$ cat config.mk
export PLATFORM = sky130hd
export DESIGN_NAME = duck_flight_ctrl
export DESIGN_NICKNAME = d
export VERILOG_FILES = /design/src/rtl/duck_flight_ctrl.sv
export SDC_FILE = /design/constraint.sdc
export NUM_CORES = 1
export LEC_CHECK = 0
export BUFFER_PORTS_ARGS = -buffer_cell sky130_fd_sc_hd__buf_4
export CAP_MARGIN = 10
export CORE_UTILIZATION = 61
export DETAILED_ROUTE_END_ITERATION = 8
export PLACE_DENSITY_LB_ADDON = 0.3
export SLEW_MARGIN = 20
export SYNTH_ARGS = -nofsm -noshare
export SYNTH_HDL_FRONTEND = slang
export SYNTH_SLANG_ARGS = --single-unit
$ cat constraint.sdc
create_clock -name clk -period 4.95 [get_ports clk]
set_clock_uncertainty 0.05 [all_clocks]
set_input_delay 0.2475 -clock clk [delete_from_list [all_inputs] [get_ports clk]]
set_output_delay 0.2475 -clock clk [all_outputs]
set_load 0.1 [all_outputs]
$ cat src/rtl/duck_flight_ctrl.sv
// duck_flight_ctrl
//   Duck motion generator. Spawns a duck at a pseudo-random ground position
//   on a rising edge of hunt_start, flies it on a bouncing diagonal path,
//   drops it when the game reports a kill and lets it escape off the top of
//   the screen after ESCAPE_TICKS movement ticks.
//
// Ports
//   clk          in   system clock, rising edge
//   rst_n        in   asynchronous active-low reset
//   hunt_start   in   level, high while the game is hunting
//   duck_killed  in   level, high after a hit
//   duck_xpos    out  [11:0] sprite left edge
//   duck_ypos    out  [11:0] sprite top edge
//   duck_dir     out  [1:0]  bit0 = moving right, bit1 = moving up
//   duck_visible out  sprite enabled
//   duck_falling out  falling sprite select
//   duck_escaped out  one-cycle pulse when the duck leaves the top edge
module duck_flight_ctrl #(
  parameter int          H_RES        = 1024,
  parameter int          DUCK_WIDTH   = 96,
  parameter int          DUCK_HEIGHT  = 60,
  parameter int          GROUND_Y     = 600,
  parameter int          MOVE_DIV     = 650_000,
  parameter int          FLY_STEP     = 2,
  parameter int          FALL_STEP    = 4,
  parameter int          ESCAPE_TICKS = 800,
  parameter logic [15:0] LFSR_SEED    = 16'hACE1
) (
  input  logic        clk,
  input  logic        rst_n,
  input  logic        hunt_start,
  input  logic        duck_killed,
  output logic [11:0] duck_xpos,
  output logic [11:0] duck_ypos,
  output logic [1:0]  duck_dir,
  output logic        duck_visible,
  output logic        duck_falling,
  output logic        duck_escaped
);

  localparam int XMAX = H_RES - DUCK_WIDTH;
  localparam int YMAX = GROUND_Y - DUCK_HEIGHT;
  localparam int TW   = (MOVE_DIV > 1) ? $clog2(MOVE_DIV) : 1;
  localparam int EW   = $clog2(ESCAPE_TICKS + 1);

  localparam logic signed [12:0] FLY_S    = 13'(FLY_STEP);
  localparam logic signed [12:0] FALL_S   = 13'(FALL_STEP);
  localparam logic signed [12:0] XMAX_S   = 13'(XMAX);
  localparam logic signed [12:0] YMAX_S   = 13'(YMAX);
  localparam logic signed [12:0] GROUND_S = 13'(GROUND_Y);

  typedef enum logic [1:0] {S_HIDDEN, S_SPAWN, S_FLYING, S_FALLING} state_t;

  state_t          state_q, state_d;
  logic [11:0]     x_q, x_d, y_q, y_d;
  logic [1:0]      dir_q, dir_d;
  logic            vis_q, vis_d, fall_q, fall_d, escaped_q, escaped_d;
  logic [TW-1:0]   tick_cnt_q, tick_cnt_d;
  logic [EW-1:0]   esc_cnt_q, esc_cnt_d;
  logic [15:0]     lfsr_q, lfsr_d;
  logic            hunt_prev_q, hunt_prev_d;

  logic            tick, escaping;
  logic [11:0]     spawn_r;
  logic signed [12:0] nx, ny_fly, ny_fall;

  // Escape counter saturates so a long flight never wraps back below the limit.
  function automatic logic [EW-1:0] sat_inc(input logic [EW-1:0] v);
    return (v == EW'(ESCAPE_TICKS)) ? v : v + 1'b1;
  endfunction

  always_comb begin
    state_d     = state_q;
    x_d         = x_q;
    y_d         = y_q;
    dir_d       = dir_q;
    esc_cnt_d   = esc_cnt_q;
    escaped_d   = 1'b0;
    hunt_prev_d = hunt_start;

    tick       = (tick_cnt_q == TW'(MOVE_DIV - 1));
    tick_cnt_d = tick ? '0 : tick_cnt_q + 1'b1;
    lfsr_d     = {lfsr_q[14:0], lfsr_q[15] ^ lfsr_q[13] ^ lfsr_q[12] ^ lfsr_q[10]};

    // Candidate positions in 13-bit signed so a step past 0 shows up negative.
    escaping = (esc_cnt_q >= EW'(ESCAPE_TICKS));
    nx       = $signed({1'b0, x_q}) + (dir_q[0] ? FLY_S : -FLY_S);
    ny_fly   = $signed({1'b0, y_q}) + ((dir_q[1] || escaping) ? -FLY_S : FLY_S);
    ny_fall  = $signed({1'b0, y_q}) + FALL_S;
    spawn_r  = {2'b00, lfsr_q[9:0]};

    case (state_q)
      S_HIDDEN: begin
        if (hunt_start && !hunt_prev_q) state_d = S_SPAWN;
      end
      S_SPAWN: begin
        x_d       = (spawn_r > 12'(XMAX)) ? spawn_r - 12'(XMAX) : spawn_r;
        y_d       = 12'(YMAX);
        dir_d     = {1'b1, lfsr_q[10]};
        esc_cnt_d = '0;
        state_d   = S_FLYING;
      end
      S_FLYING: begin
        if (duck_killed) begin
          state_d = S_FALLING;
        end else if (tick && hunt_start) begin
          if (escaping && ny_fly < 13'sd0) begin
            // Leaving the top edge: no step, duck goes back under the grass.
            escaped_d = 1'b1;
            y_d       = 12'(GROUND_Y);
            state_d   = S_HIDDEN;
          end else begin
            if (nx < 13'sd0) begin
              x_d      = '0;
              dir_d[0] = ~dir_q[0];
            end else if (nx > XMAX_S) begin
              x_d      = 12'(XMAX);
              dir_d[0] = ~dir_q[0];
            end else begin
              x_d = nx[11:0];
            end
            if (escaping) begin
              y_d      = ny_fly[11:0];
              dir_d[1] = 1'b1;
            end else if (ny_fly > YMAX_S) begin
              y_d      = 12'(YMAX);
              dir_d[1] = 1'b1;
            end else if (ny_fly < 13'sd0) begin
              y_d      = '0;
              dir_d[1] = 1'b0;
            end else begin
              y_d = ny_fly[11:0];
            end
            esc_cnt_d = sat_inc(esc_cnt_q);
          end
        end
      end
      S_FALLING: begin
        if (tick) begin
          if (ny_fall >= GROUND_S) begin
            y_d     = 12'(GROUND_Y);
            state_d = S_HIDDEN;
          end else begin
            y_d = ny_fall[11:0];
          end
        end
      end
      default: state_d = S_HIDDEN;
    endcase

    vis_d  = (state_d == S_FLYING) || (state_d == S_FALLING);
    fall_d = (state_d == S_FALLING);
  end

  // Register stage: all outputs come straight from flops.
  always_ff @(posedge clk or negedge rst_n) begin
    if (!rst_n) begin
      state_q     <= S_HIDDEN;
      x_q         <= '0;
      y_q         <= 12'(GROUND_Y);
      dir_q       <= '0;
      vis_q       <= 1'b0;
      fall_q      <= 1'b0;
      escaped_q   <= 1'b0;
      tick_cnt_q  <= '0;
      esc_cnt_q   <= '0;
      lfsr_q      <= LFSR_SEED;
      // Treat hunt_start as already high so a level held across reset
      // does not look like a fresh rising edge.
      hunt_prev_q <= 1'b1;
    end else begin
      state_q     <= state_d;
      x_q         <= x_d;
      y_q         <= y_d;
      dir_q       <= dir_d;
      vis_q       <= vis_d;
      fall_q      <= fall_d;
      escaped_q   <= escaped_d;
      tick_cnt_q  <= tick_cnt_d;
      esc_cnt_q   <= esc_cnt_d;
      lfsr_q      <= lfsr_d;
      hunt_prev_q <= hunt_prev_d;
    end
  end

  assign duck_xpos    = x_q;
  assign duck_ypos    = y_q;
  assign duck_dir     = dir_q;
  assign duck_visible = vis_q;
  assign duck_falling = fall_q;
  assign duck_escaped = escaped_q;

endmodule
==> results of run 1 <==
## kinds of logic after synthesis
| group | after synthesis |
|---|---|
| XOR/XNOR | 41 |
| buffers and inverters | 39 |
| AND/OR/NAND/NOR | 211 |
| multiplexers | 2 |
| AO/OA/AOI/OAI | 175 |
| adder cells (fa/ha/maj) | 32 |
| flip-flops | 76 |
| other | 1 |
## through the flow
| step | hold slack [ns] | utilization | instances |
|---|---|---|---|
| final | -0.0274 | 0.695 | 718 |
| after global routing | 0.0675 | 0.695 | 718 |
| after CTS | 0.0189 | 0.695 | 718 |
| after detailed placement | 0.301 | 0.666 | 701 |
| after global placement | 0.295 | 0.666 | 701 |
| after floorplan | -0.0981 | - | 577 |
## registers in the layout, summed over array words and instances, names as in the netlist
register and cells:
duck_falling 1, lfsr_q 16, state_q 2, duck_xpos 12
tick_cnt_q 20, hunt_prev_q 1, esc_cnt_q 10, duck_ypos 11
duck_escaped 1, duck_dir 2
## cells in the mapped netlist, drive strengths merged (4+ instances only)
master   n  area (sq um)
dfrtp   63          1580
nor2    55           206
o21ai   46           230
nand2   42           158
a21oi   38           205
ha      30           375
nand3   26           130
inv     24          90.1
xnor2   23           201
xor2    18           158
nor3    14          70.1
clkbuf  13          48.8
dfstp   13           342
nand4   13          81.3
a21o    11          90.1
and3     9          56.3
o21a     9          67.6
a211oi   8          60.1
a22oi    8          60.1
a31oi    8          50.1
or3      8          50.1
nor2b    7          43.8
nor4     6          37.5
o211ai   5          37.5
o31ai    5          42.5
or2      5          31.3
or4      4          30.0
## per-layer routing
layer | track usage | vias to the layer above | part of all wire
met5 | 0 | - | 0
met4 | 0.0769 | 0 | 0.0099
met3 | 0.0675 | 10 | 0.049
met2 | 0.466 | 132 | 0.47
met1 | 0.419 | 2261 | 0.47
li1 | - | 2208 | -
## final cells by class
type / instances / area, sq um
multi-input combinational: 462 / 3050
fill: 643 / 2490
sequential: 76 / 1920
clock inverter: 5 / 85.1
clock buffer: 11 / 141
inverter: 24 / 90.1
timing repair buffer: 35 / 265
tap: 105 / 131
## path summary, 6_finish.rpt
kind	endpoint	slack, ns	depth (start not counted)
hold / removal	duck_ypos[8]	-0.03	1
hold reg to reg	lfsr_q[15]	0.32	0
max in group asynchronous	tick_cnt_q[3]	4.25	1
setup reg to reg	duck_ypos[1]	0.53	12
setup / recovery	duck_ypos[1]	0.53	12
min in group clk	duck_escaped	0.26	3
## power groups by stage
stage                     combinational, W  clock [W]  sequential (W)
after floorplan                    0.00154          0         0.00121
after global placement             0.00238          0        0.000834
after detailed placement           0.00245          0        0.000839
after CTS                          0.00247   0.000542        0.000827
after global routing               0.00271   0.000573        0.000844
final                              0.00250   0.000533        0.000832
## cell usage in the layout, fill, tap and decap left out, drive strengths merged, types with 3 or more instances in the layout
master and instances:
nor2b 7, and3 9, o21ai 46, xor2 18
a21oi 38, a31oi 8, or3 8, buf 34
or4 4, dfrtp 63, dfstp 13, a22oi 8
o31ai 5, xnor2 23, nand2 42, a311oi 3
nand2b 3, clkbuf 11, or2 5, nor2 55
a21o 11, nor4 6, nor3 14, a211o 3
o21a 9, nand3b 3, nand3 26, a221oi 3
o22ai 3, ha 30, inv 25, o211ai 5
a211oi 8, nor3b 3, nand4 13
## worst register-to-register path, stage by stage, from the launching register on
cell,delay (ns)
dfrtp_1,0.44
o311ai_0,0.36
buf_4,0.19
nand2_1,0.34
ha_1,0.48
a211oi_1,0.31
a211oi_1,0.21
o21a_1,0.22
o31ai_1,0.51
a31oi_1,0.15
or3_1,0.48
a311o_1,0.41
o31ai_2,0.18
==> metrics.csv, run 1 <==
stage,metric,value,unit
setup_path,critPathRequiredTime,5.16,ns
yosys,synth_seq_area_share,0.375,
route,dr.pass1.iters,5,
floorplanning,io_pins,33,
yosys,synth-simple-area-share,0.211,
placement,place_area,5440,sq um
sta,min_period,4.42,ns
cts,clock_sinks,76,
cts,cts_buffers,9,
yosys,synth-main-ff-cell,dfrtp_1,
setup_path,reg2reg_from,esc_cnt_q[7],
floorplanning,die_w,93.6,um
sta,fmax,0.226,GHz
sta,fin_ws,0.530,ns
power_and_ir_drop,power.internal,0.00181,W
cts,clk_pin_slew,0.07,ns
route,viasPerCell,6.42,
sta,slew_headroom,0.308,
power_and_ir_drop,finalPower,0.00387,W
power_and_ir_drop,seq_power_share,0.215,
finish,final_area,5680,sq um
cts,cts_buffer_depth,2,
global_route,grt_pass1_vias,4363,
finish,areaGrowthSynthToFinish,11.0,%
yosys,synth_edf_count,0,
yosys,ys_ff_latch,76,
sta,setup_tns,0,ns
cts,clk_latency,0.36,ns
finish,fin_nets,644,
sta,rsz0062_at_grt,no,
cts,cts_setup_buffers,0,
sta,finalCritPeriodShare,0.893,
setup_path,crit_arrival,4.63,ns
cts,cts-root-buf,clkbuf_8,
setup_path,crit_type,flop to flop,
yosys,synth.mux.area_fraction,0.00416,
cts,cts_max_level,3,
power_and_ir_drop,ir_drop,0.372,mV
route,drtIter0Drc,406,
sta,worst_pin_slew,1.03,ns
yosys,synthArstFlopShare,1.00,
placement,place_congestion,0.865,
route,drt.antenna.violating_nets,0,
setup_path,startpoint_type,flop,
yosys,synth_cell_types,75,
sta,finalSetupViolations,0,
floorplanning,die_h,93.6,um
yosys,postSynthAreaPerCell,8.87,sq um
cts,cts_tree,done,
outcome,violations,negative hold slack,
sta,hold_viol_final,19,
route,wl_per_cell,17.1,um
placement,pre_cts_slack,0.638,ns
route,num_vias,4611,
setup_path,max_stage_delay,0.51,ns
setup_path,crit_start,esc_cnt_q[7],
setup_path,endpoint_kind,flop,
finish,insertedDiodeCount,0,
floorplanning,start_util,0.626,
setup_path,crit_fanout,13,
power_and_ir_drop,power.switching,0.00206,W
setup_path,crit_top_cell,a211oi_1,
cts,cts_resized,0,
setup_path,path_cells,"o311ai_0, buf_4, nand2_1, ha_1, a211oi_1, a211oi_1, o21a_1, o31ai_1, a31oi_1, or3_1, a311o_1, o31ai_2",
placement,hpwl,8930,um
setup_path,cp_slowest_cell,o31ai_1,
yosys,synth_warnings,0,
global_route,grtUsageTotal,0.298,
global_route,grt_pass1_wl,20400,um
sta,fin_hold_ws,-0.0274,ns
global_route,grt_max_degree,77,
job,maxCapViolations,0,
min_path,hp-class,input port to async pin,
global_route,antenna_found_initial,0,
power_and_ir_drop,comb_power_share,0.647,
setup_path,cp_num_buf_inv,1,
yosys,synthAdderAreaFrac,0.0812,
yosys,synth-xor-area-share,0.0702,
floorplanning,core,8180,sq um
power_and_ir_drop,power_density,681,nW/um^2
placement,io_buffers,31,
global_route,grt-ovfl-total,0,
power_and_ir_drop,clock_power_share,0.138,
cts,postCtsHoldBufs,1,
yosys,synth_top_family_by_area,compound AO/OA/AOI/OAI gates,
yosys,synth-compound-area-share,0.229,
finish,drive_above_1_share,0.119,
yosys,synth_area,5120,sq um
power_and_ir_drop,p_sw_frac,0.532,
power_and_ir_drop,p_leak,2.48,nW
yosys,synthCells,577,
yosys,syn_nets,613,
floorplanning,die_area,8760,sq um
sta,finalMaxSlewViolations,0,
setup_path,cpLargestDelayFamily,compound AO/OA/AOI/OAI gates,
route,drc,0,
floorplanning,rows,33,
outcome,status,"complete, but fails checks",
route,drt-total-wl,12300,um
(Power assumes the default switching activity.)
==> inputs of run 2 (changes only) <==
CORE_UTILIZATION = 66   (was 61)
clock period = 5.5 ns   (was 4.95 ns; I/O delays follow)
==> metrics.csv, run 2 (synthesis gave the netlist of run 1 again) <==
stage,metric,value,unit,change
power_and_ir_drop,power_density,610,nW/um^2,-11%
global_route,grt-ovfl-total,0,,unchanged
setup_path,critPathRequiredTime,5.71,ns,+0.55 ns
floorplanning,rows,31,,-6.1%
finish,insertedDiodeCount,0,,unchanged
setup_path,crit_type,flop to flop,,
sta,finalCritPeriodShare,0.804,,-0.0887
cts,clock_sinks,76,,unchanged
sta,hold_viol_final,0,,-19
finish,regMostFlops,tick_cnt_q,,
outcome,status,completed,,
sta,finalMaxSlewViolations,0,,unchanged
finish,fin_nets,643,,-0.16%
global_route,antenna_found_initial,0,,unchanged
floorplanning,die_w,90.1,um,-3.8%
global_route,grt_pass1_wl,21300,um,+4.8%
setup_path,endpoint_kind,flop,,
cts,cts_setup_buffers,0,,unchanged
setup_path,cp_slowest_cell,or3_1,,
finish,final_area,5620,sq um,-1.0%
sta,min_period,4.42,ns,+0.00299 ns
finish,drive_above_1_share,0.121,,+0.00183
sta,slew_headroom,0.286,,-0.0213
sta,fmax,0.226,GHz,about the same
route,dr.pass1.iters,5,,unchanged
route,drt.antenna.violating_nets,0,,unchanged
floorplanning,die_area,8110,sq um,-7.4%
floorplanning,io_pins,33,,unchanged
setup_path,crit_arrival,4.63,ns,about the same
finish,final_common_cell,dfrtp_1,,
global_route,grt_max_degree,77,,unchanged
finish,largest_register_ffs,20,,unchanged
cts,cts_buffers,9,,unchanged
power_and_ir_drop,p_leak,2.46,nW,-0.88%
sta,finalSetupViolations,0,,unchanged
sta,rsz0062_at_grt,no,,
cts,cts_buffer_depth,2,,unchanged
route,num_vias,4752,,+3.1%
route,drtIter0Drc,479,,+18%
setup_path,startpoint_type,flop,,
finish,mostFrequentLayoutCells,"dfrtp_1, nor2_1, nand2_1, a21oi_1, buf_4",,
placement,place_congestion,0.906,,+4.8%
cts,cts_tree,done,,
floorplanning,start_util,0.694,,+0.0684
setup_path,path_cells,"o311ai_0, buf_4, nand2_1, ha_1, a211oi_1, o21bai_1, o31ai_1, xor2_1, a31oi_1, or3_1, a311o_1, o31ai_2",,
cts,cts_max_level,3,,unchanged
min_path,hp-class,input port to async pin,,
setup_path,cpLargestDelayFamily,compound AO/OA/AOI/OAI gates,,
placement,hpwl,9100,um,+1.8%
floorplanning,core,7370,sq um,-9.9%
setup_path,cp_num_buf_inv,1,,unchanged
cts,cts_resized,0,,unchanged
route,drt-total-wl,12700,um,+4.0%
sta,setup_tns,0,ns,unchanged
setup_path,max_stage_delay,0.46,ns,-0.05 ns
floorplanning,die_h,90.1,um,-3.8%
sta,worst_pin_slew,1.07,ns,+0.0319 ns
cts,postCtsHoldBufs,0,,-1
power_and_ir_drop,ir_drop,0.381,mV,+2.6%
placement,io_buffers,31,,unchanged
cts,clk_pin_slew,0.08,ns,about the same
cts,cts-root-buf,clkbuf_8,,
route,drc,0,,unchanged
placement,place_area,5440,sq um,-0.14%
route,wl_per_cell,17.9,um,+5.0%
global_route,grtUsageTotal,0.323,,+0.0255
job,maxCapViolations,0,,unchanged
global_route,grt_pass1_vias,4526,,+3.7%
cts,clk_latency,0.36,ns,about the same
route,viasPerCell,6.68,,+4.1%
finish,areaGrowthSynthToFinish,9.85,%,
setup_path,crit_fanout,13,,unchanged
sta,fin_hold_ws,0.00632,ns,+0.0337 ns
run 2: cell count changes in the layout (fill, tap and decap cells not counted), sizes merged:
cell / delta
bufinv: -2
inv: +1
clkbuf: -1
clkinv: +2
dlygate4sd3: -1
run 2: routing by layer:
| metal | wire [um] | global-route usage | vias to the layer above | part of all wire |
|---|---|---|---|---|
| met3 | 794 | 0.0533 | 35 | 0.062 |
| met5 | 0 | 0 | - | 0 |
| met2 | 6120 | 0.522 | 205 | 0.48 |
| li1 | - | - | 2211 | - |
| met1 | 5550 | 0.443 | 2301 | 0.44 |
| met4 | 282 | 0.113 | 0 | 0.022 |
run 2: cell type report:
cell class | count | area [sq um]
Clock inverter | 6 | 47.5
Inverter | 24 | 90.1
Sequential cell | 76 | 1920
Fill cell | 524 | 1750
Multi-Input combinational cell | 462 | 3050
Clock buffer | 10 | 138
Timing Repair Buffer | 34 | 255
Tap cell | 99 | 124
run 2: worst register-to-register path, cell delays in order (launching register included):
cell      delay [ns]
dfrtp_1         0.45
o311ai_0        0.37
buf_4           0.20
nand2_1         0.33
ha_1            0.42
a211oi_1        0.41
o21bai_1        0.19
o31ai_1         0.44
xor2_1          0.24
a31oi_1         0.15
or3_1           0.46
a311o_1         0.41
o31ai_2         0.21
run 2: worst paths after layout:
path                                 end  depth (start not counted)         start  slack (ns)
max                         duck_ypos[1]                         12  esc_cnt_q[6]        1.08
max reg2reg                 duck_ypos[1]                         12  esc_cnt_q[6]        1.08
max in group asynchronous  tick_cnt_q[2]                          1         rst_n        4.78
min in group clk             hunt_prev_q                          1    hunt_start        0.02
min                        duck_ypos[11]                          1         rst_n       0.006
min reg2reg                   lfsr_q[15]                          0    lfsr_q[14]        0.31
run 2: through the flow:
stage / setup WS, ns / instances / total power, W / util
after detailed placement: 1.22 / 695 / 0.00297 / 0.738
after global routing: 0.885 / 711 / 0.00363 / 0.763
after floorplan: 1.39 / 577 / 0.00247 / -
after CTS: 1.19 / 711 / 0.00338 / 0.763
final: 1.08 / 711 / 0.00343 / 0.763
after global placement: 1.32 / 695 / 0.00290 / 0.738
run 2: power breakdown:
group          switching (W)  total [W]  internal [W]
clock network       0.000221   0.000401      0.000180
registers           0.000122   0.000753      0.000630
logic                0.00155    0.00227      0.000726
total                0.00189    0.00343       0.00154
